File: src/rtl/presc_pkg.sv
// Shared types and constants for the burst prescaler.
// Holds the FSM state encoding and the smallest usable divisor.
package presc_pkg;

  typedef enum logic {
    PRESC_IDLE,
    PRESC_RUN
  } presc_state_e;

  localparam int MIN_DIV = 2;

endpackage

File: src/rtl/presc_burst_if.sv
// Control and output bundle between the SPI master FSM and the burst prescaler.
// The master drives the requests and operands; the slave (prescaler) drives the clock, strobes and status.
interface presc_burst_if #(
  parameter int DIV_W = 8,
  parameter int CNT_W = 8
);

  logic             start_p;
  logic             stop_p;
  logic [DIV_W-1:0] div_p;
  logic [CNT_W-1:0] cnt_p;
  logic             clk_out_p;
  logic             lead_tick_p;
  logic             trail_tick_p;
  logic             busy_p;
  logic             done_p;

  modport master (
    output start_p, stop_p, div_p, cnt_p,
    input  clk_out_p, lead_tick_p, trail_tick_p, busy_p, done_p
  );

  modport slave (
    input  start_p, stop_p, div_p, cnt_p,
    output clk_out_p, lead_tick_p, trail_tick_p, busy_p, done_p
  );

endinterface

File: src/rtl/presc_burst.sv
// Divides clk_in_p by a runtime divisor and emits P output periods, or runs until stopped.
// Latency: outputs registered, active level and lead tick appear right after the start edge.
// Backpressure: none; start is ignored while busy, stop only ends at a period boundary.
module presc_burst
  import presc_pkg::*;
#(
  parameter int   DIV_W    = 8,
  parameter int   CNT_W    = 8,
  parameter logic IDLE_LVL = 1'b0
) (
  input  logic          clk_in_p,
  input  logic          rst_p,
  presc_burst_if.slave  bus
);

  presc_state_e     state;
  logic [DIV_W-1:0] neff;
  logic [DIV_W-1:0] half;
  logic [DIV_W-1:0] ph;
  logic [CNT_W-1:0] rem;
  logic             cont;
  logic             stop_pend;

  logic [DIV_W-1:0] div_eff;
  logic [DIV_W-1:0] ph_next;
  logic             at_bnd;
  logic             leave;
  logic             take_start;

  always_comb begin
    div_eff    = (bus.div_p < DIV_W'(MIN_DIV)) ? DIV_W'(MIN_DIV) : bus.div_p;
    at_bnd     = (ph == neff - 1'b1);
    ph_next    = at_bnd ? '0 : ph + 1'b1;
    // A stop arriving in the boundary cycle itself still ends the run there.
    leave      = at_bnd && (stop_pend || bus.stop_p || (!cont && rem == CNT_W'(1)));
    take_start = bus.start_p && !bus.stop_p;
  end

  always_ff @(posedge clk_in_p or posedge rst_p) begin
    if (rst_p) begin
      state            <= PRESC_IDLE;
      neff             <= '0;
      half             <= '0;
      ph               <= '0;
      rem              <= '0;
      cont             <= 1'b0;
      stop_pend        <= 1'b0;
      bus.clk_out_p    <= IDLE_LVL;
      bus.lead_tick_p  <= 1'b0;
      bus.trail_tick_p <= 1'b0;
      bus.busy_p       <= 1'b0;
      bus.done_p       <= 1'b0;
    end else begin
      case (state)
        PRESC_IDLE: begin
          bus.done_p       <= 1'b0;
          bus.lead_tick_p  <= 1'b0;
          bus.trail_tick_p <= 1'b0;
          if (take_start) begin
            state           <= PRESC_RUN;
            neff            <= div_eff;
            half            <= div_eff >> 1;
            rem             <= bus.cnt_p;
            cont            <= (bus.cnt_p == '0);
            stop_pend       <= 1'b0;
            ph              <= '0;
            bus.clk_out_p   <= ~IDLE_LVL;
            bus.lead_tick_p <= 1'b1;
            bus.busy_p      <= 1'b1;
          end
        end
        PRESC_RUN: begin
          if (leave) begin
            state            <= PRESC_IDLE;
            ph               <= '0;
            rem              <= cont ? rem : rem - 1'b1;
            stop_pend        <= 1'b0;
            bus.clk_out_p    <= IDLE_LVL;
            bus.lead_tick_p  <= 1'b0;
            bus.trail_tick_p <= 1'b0;
            bus.busy_p       <= 1'b0;
            bus.done_p       <= 1'b1;
          end else begin
            ph               <= ph_next;
            if (at_bnd && !cont)
              rem <= rem - 1'b1;
            stop_pend        <= stop_pend | bus.stop_p;
            // half >= 1 because neff >= 2, so lead and trail never coincide.
            bus.clk_out_p    <= (ph_next < half) ? ~IDLE_LVL : IDLE_LVL;
            bus.lead_tick_p  <= (ph_next == '0);
            bus.trail_tick_p <= (ph_next == half);
          end
        end
        default: begin
          state      <= PRESC_IDLE;
          bus.busy_p <= 1'b0;
        end
      endcase
    end
  end

endmodule

File: src/flat_wrapper.sv
// flat-port wrapper written by rule: the top's interface ports become plain ports
module presc_burst_flat import presc_pkg::*;
#(
  parameter int   DIV_W    = 8,
  parameter int   CNT_W    = 8,
  parameter logic IDLE_LVL = 1'b0
)
  (clk_in_p, rst_p, bus_start_p, bus_stop_p, bus_div_p, bus_cnt_p, bus_clk_out_p, bus_lead_tick_p, bus_trail_tick_p, bus_busy_p, bus_done_p);
  presc_burst_if #(.DIV_W(DIV_W), .CNT_W(CNT_W)) bus_i ();
  input  logic clk_in_p;
  input  logic rst_p;
  input wire logic [$bits(bus_i.start_p)-1:0] bus_start_p;
  input wire logic [$bits(bus_i.stop_p)-1:0] bus_stop_p;
  input wire logic [$bits(bus_i.div_p)-1:0] bus_div_p;
  input wire logic [$bits(bus_i.cnt_p)-1:0] bus_cnt_p;
  output wire logic [$bits(bus_i.clk_out_p)-1:0] bus_clk_out_p;
  output wire logic [$bits(bus_i.lead_tick_p)-1:0] bus_lead_tick_p;
  output wire logic [$bits(bus_i.trail_tick_p)-1:0] bus_trail_tick_p;
  output wire logic [$bits(bus_i.busy_p)-1:0] bus_busy_p;
  output wire logic [$bits(bus_i.done_p)-1:0] bus_done_p;
  assign bus_i.start_p = bus_start_p;
  assign bus_i.stop_p = bus_stop_p;
  assign bus_i.div_p = bus_div_p;
  assign bus_i.cnt_p = bus_cnt_p;
  assign bus_clk_out_p = bus_i.clk_out_p;
  assign bus_lead_tick_p = bus_i.lead_tick_p;
  assign bus_trail_tick_p = bus_i.trail_tick_p;
  assign bus_busy_p = bus_i.busy_p;
  assign bus_done_p = bus_i.done_p;
  presc_burst #(.DIV_W(DIV_W), .CNT_W(CNT_W), .IDLE_LVL(IDLE_LVL)) u_core (.clk_in_p(clk_in_p), .rst_p(rst_p), .bus(bus_i));
endmodule
File: config.mk
export PLATFORM = sky130hd
export DESIGN_NAME = presc_burst_flat
export DESIGN_NICKNAME = d
export VERILOG_FILES = /design/src/rtl/presc_pkg.sv /design/src/rtl/presc_burst_if.sv /design/src/rtl/presc_burst.sv /design/src/flat_wrapper.sv
export SDC_FILE = /design/constraint.sdc
export NUM_CORES = 1
export LEC_CHECK = 0
export BUFFER_PORTS_ARGS = -buffer_cell sky130_fd_sc_hd__buf_2
export CAP_MARGIN = 20
export CORE_ASPECT_RATIO = 0.9
export CORE_MARGIN = 3
export CORE_UTILIZATION = 60
export CTS_CLUSTER_DIAMETER = 60
export DETAILED_ROUTE_END_ITERATION = 6
export HOLD_SLACK_MARGIN = 0.15
export PLACE_DENSITY = 0.82
export SLEW_MARGIN = 15
export SYNTH_ARGS = -nofsm -noshare
export SYNTH_HDL_FRONTEND = slang
export SYNTH_SLANG_ARGS = --single-unit
File: constraint.sdc
create_clock -name clk_in_p -period 9.35 [get_ports clk_in_p]
set_input_delay 1.4025 -clock clk_in_p [delete_from_list [all_inputs] [get_ports clk_in_p]]
set_output_delay 1.4025 -clock clk_in_p [all_outputs]
set_load 0.1 [all_outputs]
==> qor.log <==
[timing] Setup TNS 0 ns
[synthesis] instance count of the mapped netlist 246
[layout] final standard cell area without fillers 2380 µm²
[placed_design] IO Port Bufs 24
[layout] largest registers in the final layout u_core.ph (8), u_core.rem (8), u_core.neff (7)
[critical_path] reg2reg setup slack 5.52 ns
[routing] DRC violation total after the first TritonRoute iteration 233
[grt] wire length of the first global-routing pass 8270 µm
[layout] final net count 299
[timing] final period utilization 0.410
[clock_network] maximum number of buffers from clock root to sink 2
[hold_path] hold path startpoint u_core.bus.done_p$_DFFE_PP0P_
[routing] detailed-router iteration count before antenna repair 5
[critical_path] library cell contributing the largest single delay on the critical path sky130_fd_sc_hd__a2111oi_4
[timing] Worst-Margin Slew 0.896 ns
[grt] GRT overflow 0
[pwr] total power density per cell area 373 nW/µm²
[grt] number of global-route vias before repair 1700
[hold_path] worst hold path endpoint u_core.bus.done_p$_DFFE_PP0P_
[placed_design] placement-stage cell area 2270 µm²
[outcome] outcome finished, final reports clean
[hold_path] worst hold-check path type reg2reg
[clock_network] level count of the clock H-tree 2
[timing] total of endpoints with negative setup slack in the final report 0
[floorplan] # rows 19
[layout] Storage cell area 801 µm²
[layout] Ant. Diodes 0
[placed_design] total placed cells including tap cells 304
[critical_path] Crit Path Class reg2reg
[grt] antenna violations before repair 0
[clock_network] post-CTS setup repair buffer count 0
[pwr] leakage power of the design 1.07 nW
[critical_path] crit path launch type register
[placed_design] DPL Wire Length 3690 µm
[timing] remaining max-slew budget at the tightest pin 0.403
[clock_network] clock tree from TritonCTS yes
[synthesis] net count of the mapped netlist 276
[floorplan] die area 4320 µm²
[routing] total via count after detailed routing 1909
[critical_path] beginning of the worst register-to-register path u_core.neff[1]$_DFFE_PP0P_
[routing] DRC violations left 0
[synthesis] count of unique library cells instantiated by Yosys 49
[clock_network] sink count of the clock tree 32
[floorplan] # IOs 25
[pwr] share of total power consumed by net switching 0.478
[critical_path] crit path max fanout 19
[routing] routed wire length 4990 µm
[grt] routing usage on met1 0.404
[synthesis] Post-Synthesis Mean Instance Area 8.71 µm²
[clock_network] CTS clk-pin slew, worst paths 0.07 ns
[pwr] proportion of power drawn by flip-flops and latches 0.331
[pwr] clock group share of total power 0.149
[flow_run] Maximum Capacitance Violations 0
[critical_path] cell-by-cell trace of the critical path inv_1 > ha_1 > o21bai_1 > a2111oi_2 > a311oi_2 > a2111oi_4 > and2b_1 > ha_1 > a21oi_1 > nor3b_1 > nor2_1 > o31ai_1 > nor3b_1 > o31ai_1
[layout] filler cell count 263
[grt] met3 Resource Use GR 0.0540
[hold_path] worst hold path stage count 2
[pwr] share of total power in combinational logic 0.520
[synthesis] synthesis warning total 0
[floorplan] overall die width 69.0 µm
[grt] gr busiest metal met1
[clock_network] worst skew pair latency 0.29 ns
[timing] Final Hold Viols 0
[clock_network] CTS hold repair buffers 0
[clock_network] count of instances resized after the clock tree is built 0
[timing] final worst clock skew 0.00514 ns
[routing] Wirelength per Cell 16.0 µm
[grt] met2 usage 0.339
[grt] gr usage total 0.256
[critical_path] Worst Path Required 9.55 ns
[critical_path] destination of the worst register-to-register timing path u_core.bus.clk_out_p$_DFFE_PP0P_
[layout] share of the core filled with cells 0.735
[clock_network] CTS Root Cell sky130_fd_sc_hd__clkbuf_8
[pwr] worst IR drop on VDD 247 µV
[floorplan] placeable core region 3230 µm²
[timing] Max Fclk 261 MHz
[placed_design] Routability Congestion 0.886
[routing] post-route ant nets 0
[synthesis] sequential element share of the synthesized area 0.374
[pwr] switching power 0.000424 W
[layout] synthesis-to-layout area growth 10.9%
[layout] post-route insts no fill 312
[synthesis] synthesis-stage register bit count 32
[layout] area of combinational cells with multiple inputs 1220 µm²
[timing] number of pins exceeding their max-slew limit in the final report 0
[layout] fraction of final layout cells with drive strength greater than 1 0.159
[synthesis] netlist area before placement 2140 µm²
[timing] setup repair after global routing missed its margin no
[critical_path] Critical Path Max Stage Delay 0.82 ns
[pwr] Int Pwr 0.000463 W
[critical_path] kind of capture point of the worst setup path register
[critical_path] Worst R2R Path Depth 14
[critical_path] Critical Path AT 4.03 ns
[floorplan] initial core utilization 0.663
[grt] maximum number of pins on one net before global-route repair 33
[timing] Tmin final 3.83 ns
[clock_network] total clock buffers created by CTS 5
[routing] Via density 6.12
[floorplan] height of the chip 62.7 µm
power groups by stage:
stage                     sequential (W)  combinational (W)  clock (W)
final                           0.000294           0.000461   0.000132
after global routing            0.000304           0.000515   0.000142
after floorplan                 0.000295           0.000360          0
after global placement          0.000292           0.000441          0
after detailed placement        0.000293           0.000454          0
after CTS                       0.000291           0.000456   0.000135
worst max path at each step:
stage / startpoint / end / slack (ns) / depth (start not counted)
floorplan: u_core.neff[1]$_DFFE_PP0P_ / u_core.bus.clk_out_p$_DFFE_PP0P_ / 6.22 / 14
global placement: u_core.neff[1]$_DFFE_PP0P_ / u_core.bus.clk_out_p$_DFFE_PP0P_ / 5.72 / 14
detailed placement: u_core.neff[1]$_DFFE_PP0P_ / u_core.bus.clk_out_p$_DFFE_PP0P_ / 5.59 / 14
CTS: u_core.neff[1]$_DFFE_PP0P_ / u_core.bus.clk_out_p$_DFFE_PP0P_ / 5.56 / 14
global route: u_core.neff[0]$_DFFE_PP0P_ / u_core.bus.clk_out_p$_DFFE_PP0P_ / 5.25 / 14
finish: u_core.neff[1]$_DFFE_PP0P_ / u_core.bus.clk_out_p$_DFFE_PP0P_ / 5.52 / 14
per-layer routing:
metal,share of wire,up-vias
li1,-,926
met1,0.48,905
met2,0.43,68
met3,0.070,10
met4,0.017,0
met5,0,-
worst max-delay path: cells and delay by family (launching register included):
family          cells  cell delay, ns
simple gates        4            0.64
compound gates      7            1.98
buf+inv             1            0.10
fa+ha+maj           2            0.57
flops               1            0.44
layout make-up:
class	count	share of cell area
multi-input cells	189	0.515
flip-flops and latches	32	0.337
repair buffers	26	0.0569
clock buffers	6	0.0305
inverters	15	0.0237
well taps	42	0.0221
clock inverters	2	0.0147
synth_stat cells, drive strengths merged:
master	number	area (µm²)
nor3	6	30.0
buf	4	38.8
clkbuf	6	22.5
a22o	1	8.76
o21a	3	22.5
o31a	1	8.76
a211o	1	8.76
o22ai	3	18.8
and2b	2	15.0
nor2	18	67.6
o21bai	1	7.51
o32ai	2	17.5
nand2b	5	31.3
o32a	1	10.0
and4	1	8.76
inv	15	56.3
nand3	12	60.1
a21oi	8	51.3
nor4	8	71.3
a32oi	1	8.76
a31o	1	8.76
and3	3	18.8
o21ai	24	120
o31ai	2	15.0
a211oi	2	15.0
xor2	9	78.8
a32o	1	10.0
nand3b	1	7.51
ha	10	125
dfrtp	32	801
a21o	2	15.0
o221a	1	11.3
nand2	32	120
nor2b	2	12.5
a31oi	2	12.5
nor3b	2	15.0
or2	1	6.26
a311oi	1	15.0
nand4	5	31.3
or4	1	7.51
a41oi	1	8.76
and2	3	18.8
xnor2	7	61.3
a2111oi	2	42.5
cell usage in the layout (no fill, tap or decap), types with 3 or more instances in the layout:
| master | count |
|---|---|
| sky130_fd_sc_hd__xor2_1 | 9 |
| sky130_fd_sc_hd__and2_1 | 3 |
| sky130_fd_sc_hd__nand2_1 | 32 |
| sky130_fd_sc_hd__a21oi_1 | 5 |
| sky130_fd_sc_hd__a21oi_2 | 3 |
| sky130_fd_sc_hd__inv_1 | 15 |
| sky130_fd_sc_hd__o21a_1 | 3 |
| sky130_fd_sc_hd__and3_1 | 3 |
| sky130_fd_sc_hd__o22ai_1 | 3 |
| sky130_fd_sc_hd__nand3_1 | 12 |
| sky130_fd_sc_hd__dfrtp_1 | 32 |
| sky130_fd_sc_hd__nor2_1 | 18 |
| sky130_fd_sc_hd__buf_2 | 24 |
| sky130_fd_sc_hd__nand4_1 | 5 |
| sky130_fd_sc_hd__xnor2_1 | 7 |
| sky130_fd_sc_hd__o21ai_0 | 24 |
| sky130_fd_sc_hd__ha_1 | 10 |
| sky130_fd_sc_hd__nor3_1 | 6 |
| sky130_fd_sc_hd__nand2b_1 | 5 |
| sky130_fd_sc_hd__nor4_1 | 6 |
| sky130_fd_sc_hd__clkbuf_8 | 5 |
per-stage QoR:
step	setup slack [ns]	total power, W	hold WS [ns]
6_report	5.52	0.000887	0.526
4_1_cts	5.56	0.000882	0.522
5_1_grt	5.25	0.000962	0.581
2_1_floorplan	6.22	0.000655	0.473
3_5_place_dp	5.59	0.000747	0.506
3_3_place_gp	5.72	0.000733	0.481
kinds of logic after synthesis:
| logic type | Yosys count | share of synthesized area |
|---|---|---|
| buffers and inverters | 25 | 0.0549 |
| xor gates and xnor gates | 16 | 0.0654 |
| AOI/OAI and AO/OA | 61 | 0.204 |
| DFF | 32 | 0.374 |
| and+or+nand+nor | 102 | 0.244 |
| adders and majority gates | 10 | 0.0584 |
Note: power is estimated with default switching activity, not from simulation.
